--- src/rtl/game_round_controller_pkg.sv ---
//------------------------------------------------------------------------------
// Module      : game_round_controller_pkg
// Description : Shared state encodings, scan codes and score helper for the
//               tic-tac-toe round controller.
// Revision    : 1.0 - initial release
//------------------------------------------------------------------------------
`default_nettype none

package game_round_controller_pkg;

    typedef enum logic [2:0] {
        ST_IDLE  = 3'd0,
        ST_CLEAR = 3'd1,
        ST_PLAY  = 3'd2,
        ST_WIN   = 3'd3,
        ST_DRAW  = 3'd4
    } state_e;

    localparam logic [7:0] c_KEY_ENTER  = 8'h5A;
    localparam logic [7:0] c_KEY_ESCAPE = 8'h76;
    localparam logic [7:0] c_KEY_BREAK  = 8'hF0;

    localparam logic [3:0] c_SCORE_MAX = 4'd9;
    localparam logic [3:0] c_TURN_LAST = 4'd9;

    // BCD score digit, held at 9 once reached.
    function automatic logic [3:0] score_inc(input logic [3:0] score);
        return (score >= c_SCORE_MAX) ? c_SCORE_MAX : score + 4'd1;
    endfunction

endpackage

`default_nettype wire

--- src/rtl/game_round_controller_hold_timer.sv ---
//------------------------------------------------------------------------------
// Module      : round_hold_timer
// Description : Blink half-period counter plus toggle counter that signals the
//               end of the win/draw display.
// Revision    : 1.0 - initial release
//------------------------------------------------------------------------------
`default_nettype none

module round_hold_timer #(
    parameter int BLINK_CYCLES = 12500000,
    parameter int HOLD_TOGGLES = 8
) (
    input  logic clk,
    input  logic rst,
    input  logic start,
    input  logic tick,
    output logic phase,
    output logic done
);

    localparam int c_BLINK_W = (BLINK_CYCLES > 1) ? $clog2(BLINK_CYCLES) : 1;
    localparam int c_TOG_W   = $clog2(HOLD_TOGGLES + 1);
    localparam logic [c_BLINK_W-1:0] c_BLINK_LAST = c_BLINK_W'(BLINK_CYCLES - 1);
    localparam logic [c_TOG_W-1:0]   c_TOG_LAST   = c_TOG_W'(HOLD_TOGGLES - 1);

    logic [c_BLINK_W-1:0] blink_cnt_q, blink_cnt_d;
    logic [c_TOG_W-1:0]   tog_cnt_q, tog_cnt_d;
    logic                 phase_q, phase_d;
    logic                 wrap;

    assign wrap  = (blink_cnt_q == c_BLINK_LAST);
    // done does not look at start, so the parent's start logic may depend on it.
    assign done  = tick && wrap && (tog_cnt_q == c_TOG_LAST);
    assign phase = phase_q;

    always_comb begin
        blink_cnt_d = blink_cnt_q;
        tog_cnt_d   = tog_cnt_q;
        phase_d     = phase_q;
        if (start) begin
            blink_cnt_d = '0;
            tog_cnt_d   = '0;
            phase_d     = 1'b0;
        end else if (tick) begin
            if (wrap) begin
                blink_cnt_d = '0;
                phase_d     = ~phase_q;
                tog_cnt_d   = tog_cnt_q + 1'b1;
            end else begin
                blink_cnt_d = blink_cnt_q + 1'b1;
            end
        end
    end

    always_ff @(posedge clk) begin
        if (rst) begin
            blink_cnt_q <= '0;
            tog_cnt_q   <= '0;
            phase_q     <= 1'b0;
        end else begin
            blink_cnt_q <= blink_cnt_d;
            tog_cnt_q   <= tog_cnt_d;
            phase_q     <= phase_d;
        end
    end

endmodule

`default_nettype wire

--- src/rtl/game_round_controller.sv ---
//------------------------------------------------------------------------------
// Module      : game_round_controller
// Description : Round sequencing, scoring and keyboard command decode for the
//               tic-tac-toe game.
// Revision    : 1.0 - initial release
//------------------------------------------------------------------------------
`default_nettype none

module game_round_controller
    import game_round_controller_pkg::*;
#(
    parameter int BLINK_CYCLES = 12500000,
    parameter int HOLD_TOGGLES = 8
) (
    input  logic       Clock,
    input  logic       Reset,
    input  logic [7:0] iData,
    input  logic       iKeyboardFlag,
    input  logic       iWinFlag,
    input  logic [3:0] iTurnCounter,
    output logic       oBoardClear,
    output logic       oInputEnable,
    output logic       oBlinkPhase,
    output logic [3:0] oScoreX,
    output logic [3:0] oScoreO,
    output logic [2:0] oState
);

    state_e     state_q, state_d;
    logic [3:0] score_x_q, score_x_d;
    logic [3:0] score_o_q, score_o_d;
    logic       break_q, break_d;

    logic key_valid, key_enter, key_escape;
    logic in_hold, hold_start, hold_phase, hold_done;

    // A byte following 0xF0 is the release of a key and is never a command.
    assign key_valid  = iKeyboardFlag && !break_q;
    assign key_enter  = key_valid && (iData == c_KEY_ENTER);
    assign key_escape = key_valid && (iData == c_KEY_ESCAPE);

    assign in_hold    = (state_q == ST_WIN) || (state_q == ST_DRAW);
    assign hold_start = (state_q == ST_PLAY) &&
                        ((state_d == ST_WIN) || (state_d == ST_DRAW));

    round_hold_timer #(
        .BLINK_CYCLES (BLINK_CYCLES),
        .HOLD_TOGGLES (HOLD_TOGGLES)
    ) u_hold_timer (
        .clk   (Clock),
        .rst   (Reset),
        .start (hold_start),
        .tick  (in_hold),
        .phase (hold_phase),
        .done  (hold_done)
    );

    always_comb begin
        state_d   = state_q;
        score_x_d = score_x_q;
        score_o_d = score_o_q;
        break_d   = break_q;

        if (iKeyboardFlag) begin
            break_d = break_q ? 1'b0 : (iData == c_KEY_BREAK);
        end

        case (state_q)
            ST_IDLE: begin
                if (key_enter) state_d = ST_CLEAR;
            end
            ST_CLEAR: begin
                state_d = ST_PLAY;
            end
            ST_PLAY: begin
                if (iWinFlag) begin
                    state_d = ST_WIN;
                    // X moves first, so an odd mark count means X placed the last mark.
                    if (iTurnCounter[0]) score_x_d = score_inc(score_x_q);
                    else                 score_o_d = score_inc(score_o_q);
                end else if (iTurnCounter == c_TURN_LAST) begin
                    state_d = ST_DRAW;
                end
            end
            ST_WIN, ST_DRAW: begin
                if (key_enter || hold_done) state_d = ST_CLEAR;
            end
            default: state_d = ST_IDLE;
        endcase

        if (key_escape) begin
            state_d   = ST_IDLE;
            score_x_d = '0;
            score_o_d = '0;
        end
    end

    always_ff @(posedge Clock) begin
        if (Reset) begin
            state_q   <= ST_IDLE;
            score_x_q <= '0;
            score_o_q <= '0;
            break_q   <= 1'b0;
        end else begin
            state_q   <= state_d;
            score_x_q <= score_x_d;
            score_o_q <= score_o_d;
            break_q   <= break_d;
        end
    end

    assign oBoardClear  = (state_q == ST_CLEAR);
    assign oInputEnable = (state_q == ST_PLAY);
    assign oBlinkPhase  = in_hold && hold_phase;
    assign oScoreX      = score_x_q;
    assign oScoreO      = score_o_q;
    assign oState       = state_q;

endmodule

`default_nettype wire
--- config.mk ---
export PLATFORM = sky130hd
export DESIGN_NAME = game_round_controller
export DESIGN_NICKNAME = d
export VERILOG_FILES = /design/src/rtl/game_round_controller_pkg.sv /design/src/rtl/game_round_controller_hold_timer.sv /design/src/rtl/game_round_controller.sv
export SDC_FILE = /design/constraint.sdc
export NUM_CORES = 1
export LEC_CHECK = 0
export CAP_MARGIN = 10
export CORE_MARGIN = 2
export CORE_UTILIZATION = 35
export DETAILED_ROUTE_END_ITERATION = 6
export HOLD_SLACK_MARGIN = 0.05
export SETUP_SLACK_MARGIN = 0.4
export SLEW_MARGIN = 10
export SYNTH_ARGS = -nofsm -noshare
export SYNTH_HDL_FRONTEND = slang
export SYNTH_SLANG_ARGS = --single-unit
--- constraint.sdc ---
create_clock -name Clock -period 2.7 [get_ports Clock]
set_input_delay 0.54 -clock Clock [delete_from_list [all_inputs] [get_ports Clock]]
set_output_delay 0.54 -clock Clock [all_outputs]
set_load 0.1 [all_outputs]
# Yosys cells after proc, flatten, opt, wreduce, memory -nomap -nowiden
# Cells that the tools add are included.
word_totals:
  ff_bits: 41
  in_bits: 16
  output_inout_bits: 14
  wordCells: 55
classes:
  n_addsub: 4
  n_lt_le_gt_ge: 2
  eq_ne: 12
  mux: 10
  bitwise: 2
  n_reduce_logical: 18
ops:
  columns: ["cell", "count"]
  rows:
  - ["24-bit by 1-bit adder with 24-bit output, second input constant", 1]
  - ["24-bit == test, second input constant", 1]
  - ["24-bit 2-to-1 mux", 1]
  - ["8-bit by 7-bit == test with 1-bit output, second input constant", 2]
  - ["3-bit 2-to-1 mux", 5]
  - ["4-bit by 1-bit adder with 4-bit output, second input constant", 3]
  - ["3-bit one-hot mux with 4 select lines", 1]
  - ["3-bit by 2-bit == test with 1-bit output, second input constant", 3]
  - ["8-bit == test, second input constant", 1]
  - ["4-bit >= comparator, second input constant", 2]
  - ["4-bit 2-to-1 mux", 2]
  - ["1-bit logical AND", 7]
  - ["3-bit == test, second input constant", 2]
  - ["3-bit AND reduction", 2]
  - ["2-bit OR reduction", 3]
  - ["4-bit by 3-bit == test with 1-bit output, second input constant", 1]
  - ["4-bit == test, second input constant", 1]
  - ["3-bit by 1-bit == test with 1-bit output, second input constant", 1]
  - ["3-bit zero test", 1]
  - ["1-bit logical OR", 3]
  - ["1-bit NOT", 2]
  - ["2-bit AND reduction", 1]
  - ["1-bit zero test", 1]
  - ["1-bit 2-to-1 mux", 1]

# Logic depth before layout (Yosys ltp)
logic_depth:
  depth_word: 12
  mapped_depth: 8
  mapped_depth_nobuf: 7

# By module
# From an unflattened synthesis, not the netlist that was laid out.
unflattened:
  hier_cells: 256
  area_unflattened_um2: 2259.7
by_module_without_submodules:
  columns: ["mod", "instances", "cells_per_inst", "area_per_inst_um2", "seq_area_each_um2"]
  rows:
  - ["round_hold_timer", 1, 165, 1501.4, 580.6]
  - ["game_round_controller", 1, 91, 758.2, 240.2]

# Worst setup path after synthesis
# No wires, ideal clock.
synth_timing:
  kind: "register to register"
  start: "register state_q[1], in the netlist oState[1]"
  end: "register u_hold_timer.blink_cnt_q[13]"
  setup_time_ns: 0.117
  t_arrival_ns: 4.704
  t_required_ns: 2.583
  slack_ns: -2.121
  path_stages_with_launch: 7
  n_path_buf: 2
  synth_period_minus_slack_ns: 4.821
  cell_sequence: "dfxtp_1 -> clkbuf_1 -> nor3b_1 -> a21oi_1 -> o22ai_2 -> buf_2 -> nor2_1"
synth_between:
  elab_cells_between_ends: 21
  classes_between: "eq/ne (6); mux (6); reduce/logical (9)"
synth_lines:
  columns: ["item", "line", "source"]
  rows:
  - ["start, declared", "game_round_controller.sv:29", "state_e state_q, state_d;"]
  - ["start signal, assigned", "game_round_controller.sv:105", "state_q <= state_d;"]
  - ["3-bit by 2-bit == test with 1-bit output (*)", null, null]
  - ["net oInputEnable", "game_round_controller.sv:22", "output logic oInputEnable,"]
  - ["3-bit one-hot mux with 4 select lines", "game_round_controller.sv:68", "case (state_q)"]
  - ["3-bit 2-to-1 mux", "game_round_controller.sv:91", "if (key_escape) begin"]
  - ["3-bit by 2-bit == test with 1-bit output or 3-bit == test (tied branches)", "game_round_controller.sv:44", "((state_d == ST_WIN) || (state_d == ST_DRAW));"]
  - ["1-bit logical OR", "game_round_controller.sv:44", null]
  - ["1-bit logical AND (*)", "game_round_controller.sv:43", "assign hold_start = (state_q == ST_PLAY) &&"]
  - ["2-bit OR reduction (no line) (*)", null, null]
  - ["end signal, assigned", "game_round_controller_hold_timer.sv:61", "blink_cnt_q <= blink_cnt_d;"]
  - ["end, declared", "game_round_controller_hold_timer.sv:26", "logic [c_BLINK_W-1:0] blink_cnt_q, blink_cnt_d;"]
# The timed path passes the listed nets; every way through them passes the cells marked *.
# A chain may end at the register's enable or synchronous reset.

# Worst setup path in the final report
layout_timing:
  start: "register state_q[2], in the netlist oState[2]"
  end: "output oBlinkPhase"
layout_between:
  elab_chain_len: 3
  elab_cells_between_ends: 4
  classes_between: "eq/ne (2); reduce/logical (2)"
layout_lines:
  columns: ["item", "line", "source"]
  rows:
  - ["3-bit by 2-bit == test with 1-bit output or 3-bit == test (tied branches)", "game_round_controller.sv:42", "assign in_hold = (state_q == ST_WIN) || (state_q == ST_DRAW);"]
  - ["1-bit logical OR (*)", "game_round_controller.sv:42", null]
  - ["1-bit logical AND (*)", "game_round_controller.sv:114", "assign oBlinkPhase = in_hold && hold_phase;"]
  - ["end, declared", "game_round_controller.sv:23", "output logic oBlinkPhase,"]
# Mark *: on every way between the ends. The rest lies on a longest branch, timed or not.

==> flow_metrics.env <==
export IMPL_status="finished clean"
export IMPL_skew_ns=0.00666
export IMPL_cp_depth=4
export IMPL_first_pass_iters=4
export IMPL_cts_hold_buf=0
export IMPL_crit_end="oBlinkPhase"
export IMPL_p_leak_uw=0.000963
export IMPL_num_antenna_cells=0
export IMPL_ir_drop_mv=0.243
export IMPL_critPathTopFamily="simple AND/OR/NAND/NOR gates"
export IMPL_drive_gt1_share_pct=17.3
export IMPL_fin_tns_setup_ns=0
export IMPL_cts_buffer_depth=2
export IMPL_critPathKind="reg2out"
export IMPL_die_h_um=83.5
export IMPL_power_density_mw_per_mm2=372
export IMPL_cap_violations=0
export IMPL_synth_top_area_share_pct=37.1
export IMPL_critPathLaunch="oState[2]"
export IMPL_worstHoldStart="u_hold_timer.blink_cnt_q[1]"
export IMPL_r2r_end="u_hold_timer.tog_cnt_q[3]"
export IMPL_area_delta_synth_final_pct=26.4
export IMPL_grt_overflow_total=0
export IMPL_antenna_found_initial=0
export IMPL_synth_xor_area_share_pct=9.11
export IMPL_cp_required_ns=2.16
export IMPL_core_area_mm2=0.00603
export IMPL_gp_congestion=0.786
export IMPL_fin_nets=324
export IMPL_fin_ws_ns=0.489
export IMPL_place_area_mm2=0.00266
export IMPL_h_tree_depth=2
export IMPL_synth_top_family_by_area="simple AND/OR/NAND/NOR gates"
export IMPL_post_drt_wl_per_cell_um=13.0
export IMPL_grt_pass1_wl_mm=8.90
export IMPL_rsz0062_at_grt="false"
export IMPL_multi_input_area_mm2=0.00140
export IMPL_crit_path_end_kind="primary output"
export IMPL_muxShareOfSynthArea_pct=0.452
export IMPL_hold_path_class="reg2reg"
export IMPL_min_period_ns=2.21
export IMPL_synth_area_mm2=0.00221
export IMPL_seq_area_frac_synth_pct=37.1
export IMPL_port_buffers=29
export IMPL_dieArea_mm2=0.00697
export IMPL_dpl_hpwl_mm=3.58
export IMPL_cp_start_kind="register"
export IMPL_vias_per_cell=5.31
export IMPL_r2r_setup_slack_ns=0.50
export IMPL_place_ws_ns=0.263
export IMPL_reg2reg_from="u_hold_timer.blink_cnt_q[0]"
export IMPL_tightestPinTransition_ns=0.584
export IMPL_cts_tree="yes"
export IMPL_synth_compound_area_share_pct=10.9
export IMPL_ioPinCount=30
export IMPL_seqCellArea_um2=835
export IMPL_clk_pin_slew_ns=0.08
export IMPL_drc_errors=0
export IMPL_syn_inst=263
export IMPL_wl_mm=4.88
export IMPL_die_x_um=83.5
export IMPL_synth_area_top_cells="dfxtp_1 (37%), nor2_1 (6.6%), xnor2_1 (6.3%)"
export IMPL_ys_warn_count=0
export IMPL_fill_cells=610
export IMPL_vias=1997
export IMPL_yosys_most_used_dff="dfxtp_1"
export IMPL_yosys_area_top_type="dfxtp_1"
export IMPL_ys_async_sr_fraction_pct=0
export IMPL_cts_made_buffers=5
export IMPL_grt_util_all_layers_pct=14.9
export IMPL_synth_simple_area_share_pct=35.0
export IMPL_critPathMaxFanout=10
export IMPL_slew_violations=0
export IMPL_start_util_pct=36.7
export IMPL_syn_area_per_cell_um2=8.41
export IMPL_syn_nets=287
export IMPL_cp_num_buf_inv=1
export IMPL_setup_viol=0
export IMPL_final_hold_violation_count=0
export IMPL_slowest_delay_ns=0.53
export IMPL_fmax_mhz=452
export IMPL_cp_slowest_cell="or3b_2"
export IMPL_synth_adder_area_share_pct=4.52
export IMPL_clkLatencyLatePin_ns=0.29
export IMPL_fin_crit_sh_pct=81.9
export IMPL_crit_chain="or3b_2, nand2_4, and2_4, buf_12"
export IMPL_reg2reg_depth=6
export IMPL_antenna_left=0
export IMPL_relSlewSlack_pct=60.8
export IMPL_netlist_cell_type_count=52
export IMPL_drtIter0Drc=84
export IMPL_ys_ff_latch=41
export IMPL_rows=28
export IMPL_synth_edf_count=0
export IMPL_grt_pass1_vias=1899
export IMPL_grt_max_degree=19
export IMPL_clock_sinks=41
export IMPL_arrival_ns=1.67
export IMPL_finalInstanceArea_mm2=0.00280
export IMPL_ctsRootBufferMaster="clkbuf_8"
-- synth_stat cells (2+ instances only) --
cell type  count
a21oi_1       12
nor2b_1        2
and2_1         2
nand3_1       13
a211oi_1       2
nand3b_1       6
nand2b_1       3
nor2_1        39
nor3b_1        4
ha_1           8
nor3_1         5
nand4b_1       2
a41oi_1        2
inv_1          8
xnor2_1       16
xor2_1         7
o21ai_0        5
and3b_1        3
nand2_1       16
or4_1          2
nor4bb_1       4
nand4_1        9
nor4_1         9
clkbuf_1       7
or3_1          3
o21a_1         2
and3_1         2
dfxtp_1       41
or3b_2         2
nor4b_1        5
-- power by group --
part / switching (µW) / total [µW] / internal [µW] / leakage (µW)
combinational: 27.1 / 60.4 / 33.3 / 0.000590
clock: 194 / 377 / 184 / 0.0000395
sequential: 0.529 / 602 / 602 / 0.000334
-- state kept, by name, summed over array words and instances, names as in the netlist --
signal	count
oScoreO	4
u_hold_timer.blink_cnt_q	24
u_hold_timer.tog_cnt_q	4
oState	3
u_hold_timer.phase	1
oScoreX	4
break_q	1
-- how the worst min path moves through the flow --
stage | endpoint | slack (ns) | cells past startpoint
floorplan | u_hold_timer.blink_cnt_q[1] | 0.45 | 2
global placement | u_hold_timer.blink_cnt_q[1] | 0.47 | 2
detailed placement | u_hold_timer.blink_cnt_q[1] | 0.47 | 2
CTS | u_hold_timer.blink_cnt_q[1] | 0.48 | 2
global route | u_hold_timer.blink_cnt_q[1] | 0.51 | 2
finish | u_hold_timer.blink_cnt_q[1] | 0.48 | 2
-- cells by family (layout without fill, tap and decap cells) --
| logic type | after synthesis | in the layout |
|---|---|---|
| XOR/XNOR | 23 | 23 |
| AO/OA/AOI/OAI | 36 | 36 |
| buffers and inverters | 17 | 55 |
| multiplexers | 1 | 1 |
| adder cells (fa/ha/maj) | 8 | 8 |
| flip-flops | 41 | 41 |
| AND/OR/NAND/NOR | 137 | 137 |
-- repair_timing --
action | 4_1_cts | 5_1_grt
gates cloned | 0 | 0
gates resized for setup | 4 | 6
buffers inserted | 0 | 2
pin swaps | 0 | 2
endpoints found under the setup margin | 4 | 6
-- layer usage --
| layer | track usage (%) | part of all wire [%] |
|---|---|---|
| met5 | 0 | 0 |
| met1 | 20.6 | 51 |
| met4 | 3.23 | 0.74 |
| met3 | 3.36 | 3.7 |
| met2 | 23.8 | 45 |
-- worst min-delay path: cells and delay by family, from the launching register on --
kind / cells / cell delay, ns
AND/OR/NAND/NOR: 1 / 0.05
flip-flops: 1 / 0.34
AO/OA/AOI/OAI: 1 / 0.05
-- cell usage in the layout (no fill, tap or decap), types with 2 or more instances in the layout --
cell             count
nor2_1              39
dfxtp_1             36
buf_4               22
xnor2_1             16
nand2_1             15
clkdlybuf4s50_1     15
nand3_1             13
a21oi_1             11
nand4_1              9
nor4_1               9
inv_1                7
xor2_1               7
ha_1                 7
nand3b_1             6
nor4b_1              5
o21ai_0              5
nor3_1               5
clkbuf_8             5
nor4bb_1             4
nor3b_1              3
and3b_1              3
nand2b_1             3
clkbuf_1             3
dfxtp_4              3
or3b_2               2
or4b_4               2
and3_1               2
a211oi_1             2
or3_1                2
nand4b_1             2
o21a_1               2
a41oi_1              2
or4_1                2
buf_12               2
dfxtp_2              2
-- layout make-up --
cell class	instances	area share, %
sequential	41	29.8
inverter	8	1.21
multi-input combinational	205	50.0
timing repair buffer	39	12.7
tap	75	3.36
clock buffer	8	2.86
-- through the flow --
step                      utilization (%)  hold slack [ns]  std cells  power (µW)
final                                46.4            0.482        376        1040
after detailed placement             44.1            0.471        366         677
after floorplan                         -            0.449        263         642
after global placement               44.1            0.465        366         676
after CTS                            45.6            0.484        374        1060
after global routing                 46.4            0.509        376        1100
(Power assumes the default switching activity.)
